--- src/rtl/game_pkg.sv ---
// Shared definitions for the match FSM and the per-player controllers.
// Contents: game state codes, player state codes, datapath widths and a clamped
// position-step helper.
package game_pkg;

    localparam int unsigned HEALTH_W  = 3;
    localparam int unsigned POS_W     = 10;
    localparam int unsigned POS_WIDE  = POS_W + 1;
    localparam int unsigned TIMER_W   = 8;

    typedef enum logic [2:0] {
        GsIdle      = 3'd0,
        GsCountdown = 3'd1,
        GsFight     = 3'd2,
        GsP1Win     = 3'd3,
        GsP2Win     = 3'd4,
        GsEq        = 3'd5
    } game_state_e;

    typedef enum logic [2:0] {
        PsIdle          = 3'd0,
        PsMoveFwd       = 3'd1,
        PsMoveBack      = 3'd2,
        PsAttackWindup  = 3'd3,
        PsAttackActive  = 3'd4,
        PsAttackRecover = 3'd5,
        PsHitstun       = 3'd6,
        PsDead          = 3'd7
    } player_state_e;

    // Move pos by amount (up = towards +x), computed one bit wider and clamped
    // to [lo, hi]; the subtract path checks before subtracting so it never wraps.
    function automatic logic [POS_W-1:0] pos_step(
        input logic [POS_W-1:0] pos,
        input logic             up,
        input int unsigned      amount,
        input int unsigned      lo,
        input int unsigned      hi
    );
        logic [POS_W:0] wide;
        logic [POS_W:0] amt_w;
        logic [POS_W:0] lo_w;
        logic [POS_W:0] hi_w;
        amt_w = POS_WIDE'(amount);
        lo_w  = POS_WIDE'(lo);
        hi_w  = POS_WIDE'(hi);
        if (up) begin
            wide = {1'b0, pos} + amt_w;
        end else if ({1'b0, pos} < lo_w + amt_w) begin
            wide = lo_w;
        end else begin
            wide = {1'b0, pos} - amt_w;
        end
        if (wide > hi_w) wide = hi_w;
        if (wide < lo_w) wide = lo_w;
        return wide[POS_W-1:0];
    endfunction

endpackage

--- src/rtl/player_phase_timer.sv ---
// Down counter timing the attack phases and hitstun of one player.
// Ports:
//   clk, reset  frame clock, asynchronous active-high reset (count -> 0)
//   clear       synchronous return to 0 (round re-arm)
//   load        load load_value (wins over dec)
//   load_value  value loaded; a phase of N frames loads N-1
//   dec         count down by one, holding at 0
//   done        count is 0: the current phase ends this frame
module player_phase_timer #(
    parameter int unsigned WIDTH = 8
) (
    input  logic             clk,
    input  logic             reset,
    input  logic             clear,
    input  logic             load,
    input  logic [WIDTH-1:0] load_value,
    input  logic             dec,
    output logic             done
);

    logic [WIDTH-1:0] count_q;
    logic [WIDTH-1:0] count_d;

    always_comb begin
        count_d = count_q;
        if (clear) begin
            count_d = '0;
        end else if (load) begin
            count_d = load_value;
        end else if (dec && (count_q != '0)) begin
            count_d = count_q - 1'b1;
        end
    end

    always_ff @(posedge clk or posedge reset) begin
        if (reset) begin
            count_q <= '0;
        end else begin
            count_q <= count_d;
        end
    end

    assign done = (count_q == '0);

endmodule

--- src/rtl/player_fsm.sv ---
// Per-player controller: turns buttons into movement and a timed attack,
// applies hits from the opponent, tracks health and death, and reports
// state/health/position back to the match FSM.
// Ports:
//   clk, reset     60 Hz frame clock, asynchronous active-high reset
//   game_state     match state (IDLE/COUNTDOWN re-arm, FIGHT runs, wins freeze)
//   btn_left/right movement buttons (synchronized, active-high)
//   btn_attack     attack button; only its rising edge starts an attack
//   btn_block      block button, used only when PLAYER_BLOCK_EN is defined
//   hit_in         one-frame pulse: opponent's active hitbox overlaps us
//   player_state   current state code
//   player_health  remaining health
//   pos_x          horizontal position
//   attack_active  high exactly while player_state is ATTACK_ACTIVE
// Build option: define PLAYER_BLOCK_EN to enable blocking (blockstun with no
// health loss and a 4-pixel push back).
module player_fsm
    import game_pkg::*;
#(
    parameter int unsigned SIDE       = 0,
    parameter int unsigned START_X    = 100,
    parameter int unsigned X_MIN      = 0,
    parameter int unsigned X_MAX      = 639,
    parameter int unsigned SPEED      = 2,
    parameter int unsigned MAX_HEALTH = 3,
    parameter int unsigned T_WINDUP   = 8,
    parameter int unsigned T_ACTIVE   = 4,
    parameter int unsigned T_RECOVER  = 12,
    parameter int unsigned T_HITSTUN  = 20
) (
    input  logic                clk,
    input  logic                reset,
    input  logic [2:0]          game_state,
    input  logic                btn_left,
    input  logic                btn_right,
    input  logic                btn_attack,
    input  logic                btn_block,
    input  logic                hit_in,
    output logic [2:0]          player_state,
    output logic [HEALTH_W-1:0] player_health,
    output logic [POS_W-1:0]    pos_x,
    output logic                attack_active
);

    player_state_e       state_q, state_d;
    logic [HEALTH_W-1:0] health_q, health_d;
    logic [POS_W-1:0]    pos_q, pos_d;
    logic                attack_active_q;
    logic                atk_prev_q;

    logic                tmr_clear;
    logic                tmr_load;
    logic [TIMER_W-1:0]  tmr_load_value;
    logic                tmr_dec;
    logic                tmr_done;

    logic                atk_rise;
    logic                blocked;
    logic                move_fwd;

    assign atk_rise = btn_attack & ~atk_prev_q;

    // Forward is +x for the left player (SIDE 0) and -x for the right player.
    assign move_fwd = (SIDE == 0) ? btn_right : btn_left;

`ifdef PLAYER_BLOCK_EN
    assign blocked = btn_block &&
                     (state_q == PsIdle || state_q == PsMoveFwd || state_q == PsMoveBack);
`else
    logic unused_btn_block;
    assign unused_btn_block = btn_block;
    assign blocked          = 1'b0;
`endif

    player_phase_timer #(
        .WIDTH (TIMER_W)
    ) u_timer (
        .clk        (clk),
        .reset      (reset),
        .clear      (tmr_clear),
        .load       (tmr_load),
        .load_value (tmr_load_value),
        .dec        (tmr_dec),
        .done       (tmr_done)
    );

    // State register.
    always_ff @(posedge clk or posedge reset) begin
        if (reset) begin
            state_q         <= PsIdle;
            health_q        <= HEALTH_W'(MAX_HEALTH);
            pos_q           <= POS_W'(START_X);
            attack_active_q <= 1'b0;
            atk_prev_q      <= 1'b0;
        end else begin
            state_q         <= state_d;
            health_q        <= health_d;
            pos_q           <= pos_d;
            attack_active_q <= (state_d == PsAttackActive);
            // Tracks the button in every match state so a press held into
            // FIGHT is not seen as a new edge.
            atk_prev_q      <= btn_attack;
        end
    end

    // Next-state logic.
    always_comb begin
        state_d        = state_q;
        health_d       = health_q;
        pos_d          = pos_q;
        tmr_clear      = 1'b0;
        tmr_load       = 1'b0;
        tmr_load_value = '0;
        tmr_dec        = 1'b0;

        case (game_state)
            GsIdle, GsCountdown: begin
                state_d   = PsIdle;
                health_d  = HEALTH_W'(MAX_HEALTH);
                pos_d     = POS_W'(START_X);
                tmr_clear = 1'b1;
            end

            GsFight: begin
                if (state_q == PsDead) begin
                    state_d = PsDead;
                end else if (hit_in && state_q != PsHitstun) begin
                    if (blocked) begin
                        state_d        = PsHitstun;
                        tmr_load       = 1'b1;
                        tmr_load_value = TIMER_W'(T_HITSTUN / 2 - 1);
                        // Push back is away from the opponent.
                        pos_d = pos_step(pos_q, (SIDE != 0), 4, X_MIN, X_MAX);
                    end else begin
                        health_d = (health_q == '0) ? '0 : health_q - 1'b1;
                        if (health_d == '0) begin
                            state_d = PsDead;
                        end else begin
                            state_d        = PsHitstun;
                            tmr_load       = 1'b1;
                            tmr_load_value = TIMER_W'(T_HITSTUN - 1);
                        end
                    end
                end else begin
                    unique case (state_q)
                        PsHitstun: begin
                            if (tmr_done) state_d = PsIdle;
                            else          tmr_dec = 1'b1;
                        end
                        PsAttackWindup: begin
                            if (tmr_done) begin
                                state_d        = PsAttackActive;
                                tmr_load       = 1'b1;
                                tmr_load_value = TIMER_W'(T_ACTIVE - 1);
                            end else begin
                                tmr_dec = 1'b1;
                            end
                        end
                        PsAttackActive: begin
                            if (tmr_done) begin
                                state_d        = PsAttackRecover;
                                tmr_load       = 1'b1;
                                tmr_load_value = TIMER_W'(T_RECOVER - 1);
                            end else begin
                                tmr_dec = 1'b1;
                            end
                        end
                        PsAttackRecover: begin
                            if (tmr_done) state_d = PsIdle;
                            else          tmr_dec = 1'b1;
                        end
                        PsIdle, PsMoveFwd, PsMoveBack: begin
                            if (atk_rise) begin
                                state_d        = PsAttackWindup;
                                tmr_load       = 1'b1;
                                tmr_load_value = TIMER_W'(T_WINDUP - 1);
                            end else if (btn_left ^ btn_right) begin
                                state_d = move_fwd ? PsMoveFwd : PsMoveBack;
                                pos_d   = pos_step(pos_q, btn_right, SPEED, X_MIN, X_MAX);
                            end else begin
                                state_d = PsIdle;
                            end
                        end
                        default: state_d = PsIdle;
                    endcase
                end
            end

            // P1_WIN, P2_WIN, EQ (and undefined codes): hold everything.
            default: ;
        endcase
    end

    // Outputs come straight from registers.
    always_comb begin
        player_state  = state_q;
        player_health = health_q;
        pos_x         = pos_q;
        attack_active = attack_active_q;
    end

endmodule

--- config.mk ---
export PLATFORM = sky130hd
export DESIGN_NAME = player_fsm
export DESIGN_NICKNAME = d
export VERILOG_FILES = /design/src/rtl/game_pkg.sv /design/src/rtl/player_phase_timer.sv /design/src/rtl/player_fsm.sv
export SDC_FILE = /design/constraint.sdc
export NUM_CORES = 1
export LEC_CHECK = 0
export CAP_MARGIN = 20
export CORE_ASPECT_RATIO = 1.25
export CORE_MARGIN = 5
export CORE_UTILIZATION = 45
export CTS_CLUSTER_SIZE = 30
export DETAILED_ROUTE_END_ITERATION = 10
export MAX_ROUTING_LAYER = met4
export PLACE_DENSITY_LB_ADDON = 0.15
export SLEW_MARGIN = 15
export SYNTH_ARGS = -nofsm -noshare
export SYNTH_HDL_FRONTEND = slang
export SYNTH_SLANG_ARGS = --single-unit
export TNS_END_PERCENT = 50
--- constraint.sdc ---
create_clock -name clk -period 2.9 [get_ports clk]
set_input_delay 0.87 -clock clk [delete_from_list [all_inputs] [get_ports clk]]
set_output_delay 0.87 -clock clk [all_outputs]
set_load 0.005 [all_outputs]
==> results of run 1 <==
==> stage by stage <==
| step | total power, mW | setup TNS [ns] | std cells | setup WS (ns) |
|---|---|---|---|---|
| 2_1_floorplan | 0.6417 | 0 | 258 | 0.4438 |
| 3_3_place_gp | 0.7323 | -0.4490 | 346 | -0.1080 |
| 3_5_place_dp | 0.7357 | -0.5016 | 346 | -0.1194 |
| 4_1_cts | 1.047 | 0 | 350 | 0.1780 |
| 5_1_grt | 1.097 | 0 | 350 | 0.08585 |
| 6_report | 1.036 | 0 | 350 | 0.1873 |
==> area by class of cell <==
class / count / area, um^2 / area share
clock buffer: 3 / 41.29 / 0.01632
clock inverter: 1 / 30.03 / 0.01187
inverter: 18 / 67.56 / 0.02671
multi-input combinational: 195 / 1231 / 0.4866
sequential: 26 / 656.9 / 0.2596
tap: 58 / 72.57 / 0.02868
timing repair buffer: 49 / 430.4 / 0.1701
==> registers in the layout, indices dropped and copies added (netlist names) <==
register	count
atk_prev_q	1
attack_active	1
player_health	3
player_state	3
pos_x	10
u_timer.count_q	8
==> placed cells by master, fill, tap and decap left out, types with 3 or more instances in the layout <==
master and n:
a31oi_1 5, o21ai_0 17, a22oi_1 3, buf_4 24, nor3_1 9, clkbuf_8 3
nor2_1 25, xor2_1 3, nand3_1 10, nor2b_1 4, dfstp_2 5, ha_1 5
a21oi_1 16, or3_1 5, xnor2_1 9, clkdlybuf4s50_1 25, dfrtp_1 21, nand3b_1 3
o31ai_1 4, a22o_1 4, nand2_1 22, inv_1 18, nor4_1 6
==> power by group through the flow <==
stage	registers (mW)	logic [mW]	clock network, mW
3_3_place_gp	0.447	0.286	0
6_report	0.441	0.287	0.309
2_1_floorplan	0.422	0.220	0
4_1_cts	0.440	0.289	0.317
3_5_place_dp	0.447	0.289	0
5_1_grt	0.448	0.316	0.333
==> final timing paths <==
| kind | from | endpoint | slack, ns | depth (start not counted) |
|---|---|---|---|---|
| worst max-delay path | game_state[1] | pos_x[0]$_DFFE_PP0P_ | 0.19 | 7 |
| worst min-delay path | player_health[0]$_DFFE_PP1P_ | player_health[0]$_DFFE_PP1P_ | 0.50 | 2 |
| worst max register to register | u_timer.count_q[0]$_DFFE_PP0P_ | attack_active$_DFF_PP0_ | 0.46 | 8 |
| worst min register to register | player_health[0]$_DFFE_PP1P_ | player_health[0]$_DFFE_PP1P_ | 0.50 | 2 |
| max in group asynchronous | reset | pos_x[6]$_DFFE_PP1P_ | 1.65 | 3 |
| min in group asynchronous | reset | pos_x[1]$_DFFE_PP0P_ | 0.94 | 3 |
==> cell families (layout without fill, tap and decap cells) <==
logic type | Yosys count | count (layout) | synth area share
simple gates | 103 | 103 | 0.2648
compound gates | 73 | 73 | 0.2441
buf+inv | 37 | 71 | 0.07931
flops | 26 | 26 | 0.3203
xor+xnor | 12 | 12 | 0.05126
fa+ha+maj | 5 | 5 | 0.03051
mux | 2 | 2 | 0.009762
==> metal layers <==
metal	wire (um)	up-vias
li1	-	996
met1	2278	937
met2	2665	52
met3	164	10
met4	87	0
met5	0	-
==> critical path, stage by stage <==
cell,delay [ns]
clkdlybuf4s50_1,0.47
or3b_1,0.45
or4_1,0.64
buf_4,0.19
buf_4,0.13
nand2b_1,0.13
nand2_1,0.05
==> out/metrics.csv, run 1 <==
metric,value,unit
run_status,"finished, final reports clean",
period_share,0.9354,
cts_tree,done,
skew,0.003952,ns
post_synth.cell_area_avg,7.949,um^2
relSlewSlack,0.5904,
async_flop_share,1.000,
grt_util_all_layers,0.1806,
min_period,2.713,ns
p_clk_frac,0.298,
cp.required,3.12,ns
clock-root-buffer,clkbuf_8,
fp.dieH,85.48,um
grt_max_degree,27,
clkLatencyLatePin,0.27,ns
synth_top_area_frac,0.2563,
synth_common_cells,"25 x nor2_1, 22 x nand2_1, 21 x dfrtp_1, 18 x inv_1, 17 x o21ai_0",
swShare,0.3076,
power.switching,318.8,uW
synth_edf_count,0,
cp-end-kind,register,
numCtsBuffers,3,
avgRoutedWirePerCell,14.84,um
die_w,70.38,um
final_area,0.002530,mm^2
p_per_area,409.7,mW/mm^2
syn_inst,258,
fin_nets,308,
hpwl,3877,um
netlist_area,0.002051,mm^2
ys_warn_count,0,
ys_types,57,
antenna_found_initial,0,
max_cap_viol_count,0,
grt_pass1_vias,1902,
syn_nets,273,
ios,27,
routabilityCongestion,0.8989,
grt_pass1_wl,8749,um
vias,1995,
seqPwrFrac,0.426,
p_int,717.7,uW
max_freq,368.6,MHz
rsz0062_at_grt,false,
grt_busiest_layer,met2,
synth_area_leaders,"dfrtp_1 26%, dfstp_2 6.4%, nor2_1 4.6%, o21ai_0 4.1%, nand2_1 4.0%",
clockBufferDepth,2,
tightest_slew,0.6091,ns
viasPerCell,5.700,
holdWs,0.5045,ns
p_leak,1.061,nW
drtAntennaViolNets,0,
hold_path.class,reg2reg,
die-area,0.006016,mm^2
ys.flop_type,dfrtp_1,
clkSlewWorstSetupHoldPaths,0.10,ns
critPathLaunchType,input pin,
seq_area_frac_synth,0.3203,
cp.arrival,2.93,ns
drive_gt1_frac,0.1610,
ys_ff_latch,26,
fp-row-count,27,
drc_errors,0,
dr.pass1.iters,4,
path_class,in2reg,
yosys.area.top_type,dfrtp_1,
yosysMostFrequentCell,nor2_1,
placed_area,0.002459,mm^2
fin_util,0.5717,
cts_resized,0,
drt_iter0_markers,151,
core,0.004425,mm^2
hold_viol_final,0,
hold_buffers,0,
start_util,0.4634,
drt_wl_total,5195,um
vdd_ir_drop_max,0.0001557,V
port_buffers,25,
fill_cells,414,
n_antenna_cell,0,
post_cts_buffers,0,
areaGrowthSynthToFinish,23.37,%
grt.overflow.total,0,
setup_viol,0,
drv_slew,0,
combPwrFrac,0.276,
use_met2,0.3169,
use_met1,0.2132,
grtUsageMet3,0.02014,
clock-sinks,26,
crit_fanout,5,
htreeDepth,1,
No activity file was read; power rests on OpenSTA's default activity.
==> run 2: changes to the inputs <==
--- a/config.mk
+++ b/config.mk
@@ -11,8 +11,8 @@
 export CORE_UTILIZATION = 45
 export CTS_CLUSTER_SIZE = 30
 export DETAILED_ROUTE_END_ITERATION = 10
-export MAX_ROUTING_LAYER = met4
 export PLACE_DENSITY_LB_ADDON = 0.15
+export SKIP_CTS_REPAIR_TIMING = 1
 export SLEW_MARGIN = 15
 export SYNTH_ARGS = -nofsm -noshare
 export SYNTH_HDL_FRONTEND = slang
==> out/metrics.csv, run 2 (same netlist as run 1, synthesis figures left out) <==
metric,value,unit,change
fin_nets,308,,unchanged
cts_tree,done,,
dpl.cell_count,346,,unchanged
clockBufferDepth,2,,unchanged
tightest_slew,0.6113,ns,+0.002153 ns
antenna_found_initial,0,,unchanged
path_common_cell,buf_4,,
drv_slew,0,,unchanged
clock-root-buffer,clkbuf_8,,
grt.overflow.total,0,,unchanged
start_util,0.4634,,unchanged
relSlewSlack,0.5890,,-0.001447
crit_fanout,5,,unchanged
fin_cells,350,,unchanged
rsz0062_at_grt,false,,
r2r_cells,8,,unchanged
path_class,in2reg,,
fp-row-count,27,,unchanged
clkLatencyLatePin,0.27,ns,about the same
viasPerCell,5.689,,-0.20%
vias,1991,,-0.20%
run_status,"finished, final reports clean",,
min_from,player_health[0]$_DFFE_PP1P_,,
largest_reg_flops,10,,unchanged
drtAntennaViolNets,0,,unchanged
critPathLaunchType,input pin,,
setup_viol,0,,unchanged
routabilityCongestion,0.8841,,-1.6%
hpwl,3877,um,unchanged
grt_util_all_layers,0.1754,,-0.005162
die-area,0.006016,mm^2,unchanged
avgRoutedWirePerCell,14.91,um,+0.42%
pre_cts_slack,-0.1194,ns,unchanged
cp-end-kind,register,,
grt_pass1_vias,1903,,+0.053%
grt_pass1_wl,8742,um,about the same
max_cap_viol_count,0,,unchanged
n_antenna_cell,0,,unchanged
fin_util,0.5717,,unchanged
dr.pass1.iters,4,,unchanged
core,0.004425,mm^2,unchanged
drt_iter0_markers,149,,-1.3%
vdd_ir_drop_max,0.0001556,V,about the same
drc_errors,0,,unchanged
cp.required,3.12,ns,about the same
p_clk_frac,0.299,,about the same
p_leak,1.061,nW,unchanged
crit_path_cell_trace,clkdlybuf4s50_1 -> or3b_1 -> or4_1 -> buf_4 -> buf_4 -> nand2b_1 -> nand2_1,,
ios,27,,unchanged
r2r-end,attack_active$_DFF_PP0_,,
numCtsBuffers,3,,unchanged
grt_max_degree,27,,unchanged
r2r_start,u_timer.count_q[0]$_DFFE_PP0P_,,
drt_wl_total,5217,um,+0.42%
critPathSlowestCell,or4_1,,
hold_depth,2,,unchanged
p_int,717.7,uW,about the same
seqPwrFrac,0.425,,about the same
clkSlewWorstSetupHoldPaths,0.10,ns,about the same
placed_area,0.002459,mm^2,unchanged
max_freq,369.0,MHz,+0.11%
period_share,0.9344,,-0.0009972
port_buffers,25,,unchanged
htreeDepth,1,,unchanged
cp_slowest_stage_delay,0.64,ns,about the same
skew,0.004485,ns,+0.0005324 ns
power.switching,320.6,uW,+0.57%
swShare,0.3088,,+0.001185
holdPathEnd,player_health[0]$_DFFE_PP1P_,,
combPwrFrac,0.277,,about the same
power.total,1.038,mW,+0.18%
fp.dieH,85.48,um,unchanged
final_area,0.002530,mm^2,unchanged
setup_slack,0.1902,ns,+0.002892 ns
startpoint,game_state[1],,
p_per_area,410.4,mW/mm^2,+0.18%
final_cell_mix,"25 x nor2_1, 25 x clkdlybuf4s50_1, 24 x buf_4",,
hold_path.class,reg2reg,,
r2r_slack,0.46,ns,about the same
clock-sinks,26,,unchanged
die_w,70.38,um,unchanged
areaGrowthSynthToFinish,23.37,%,unchanged
min_period,2.710,ns,-0.002892 ns
cp.arrival,2.93,ns,about the same
hold_viol_final,0,,unchanged
drive_gt1_frac,0.1610,,unchanged
-- run 2: cell counts in the layout (fill, tap and decap cells not counted) --
Identical to the previous run, type by type.
-- run 2: worst max-delay path by stage --
stage	cells past startpoint	to
after floorplan	6	pos_x[5]$_DFFE_PP1P_
after global placement	7	pos_x[0]$_DFFE_PP0P_
after detailed placement	6	pos_x[1]$_DFFE_PP0P_
after CTS	7	pos_x[0]$_DFFE_PP0P_
after global routing	7	pos_x[3]$_DFFE_PP0P_
final	7	pos_x[0]$_DFFE_PP0P_
-- run 2: worst max-delay path, delay by kind of cell --
kind / cells / cell delay, ns
simple gates: 4 / 1.27
buf+inv: 3 / 0.79
-- run 2: power groups by stage --
stage          clock network (mW)  registers [mW]  logic [mW]
5_1_grt                     0.333           0.448       0.316
4_1_cts                     0.317           0.440       0.289
3_5_place_dp                    0           0.447       0.289
3_3_place_gp                    0           0.447       0.286
6_report                    0.310           0.441       0.287
2_1_floorplan                   0           0.422       0.220
-- run 2: stage by stage --
step | hold slack (ns) | TNS [ns]
finish | 0.5047 | 0
global route | 0.5530 | 0
CTS | 0.5102 | 0
detailed placement | 0.4907 | -0.5016
global placement | 0.4813 | -0.4490
floorplan | 0.4794 | 0
-- run 2: layout make-up --
cell class | instances | area [um^2]
clock buffer | 3 | 41.29
clock inverter | 1 | 30.03
fill | 414 | 1896
inverter | 18 | 67.56
multi-input combinational | 195 | 1231
sequential | 26 | 656.9
tap | 58 | 72.57
timing repair buffer | 49 | 430.4
-- run 2: metal layers --
metal	up-vias	routed length, um	global-route usage
met4	0	62	0.05923
met1	942	2316	0.2124
met3	6	142	0.02014
met2	44	2695	0.3177
li1	999	-	-
met5	-	0	0
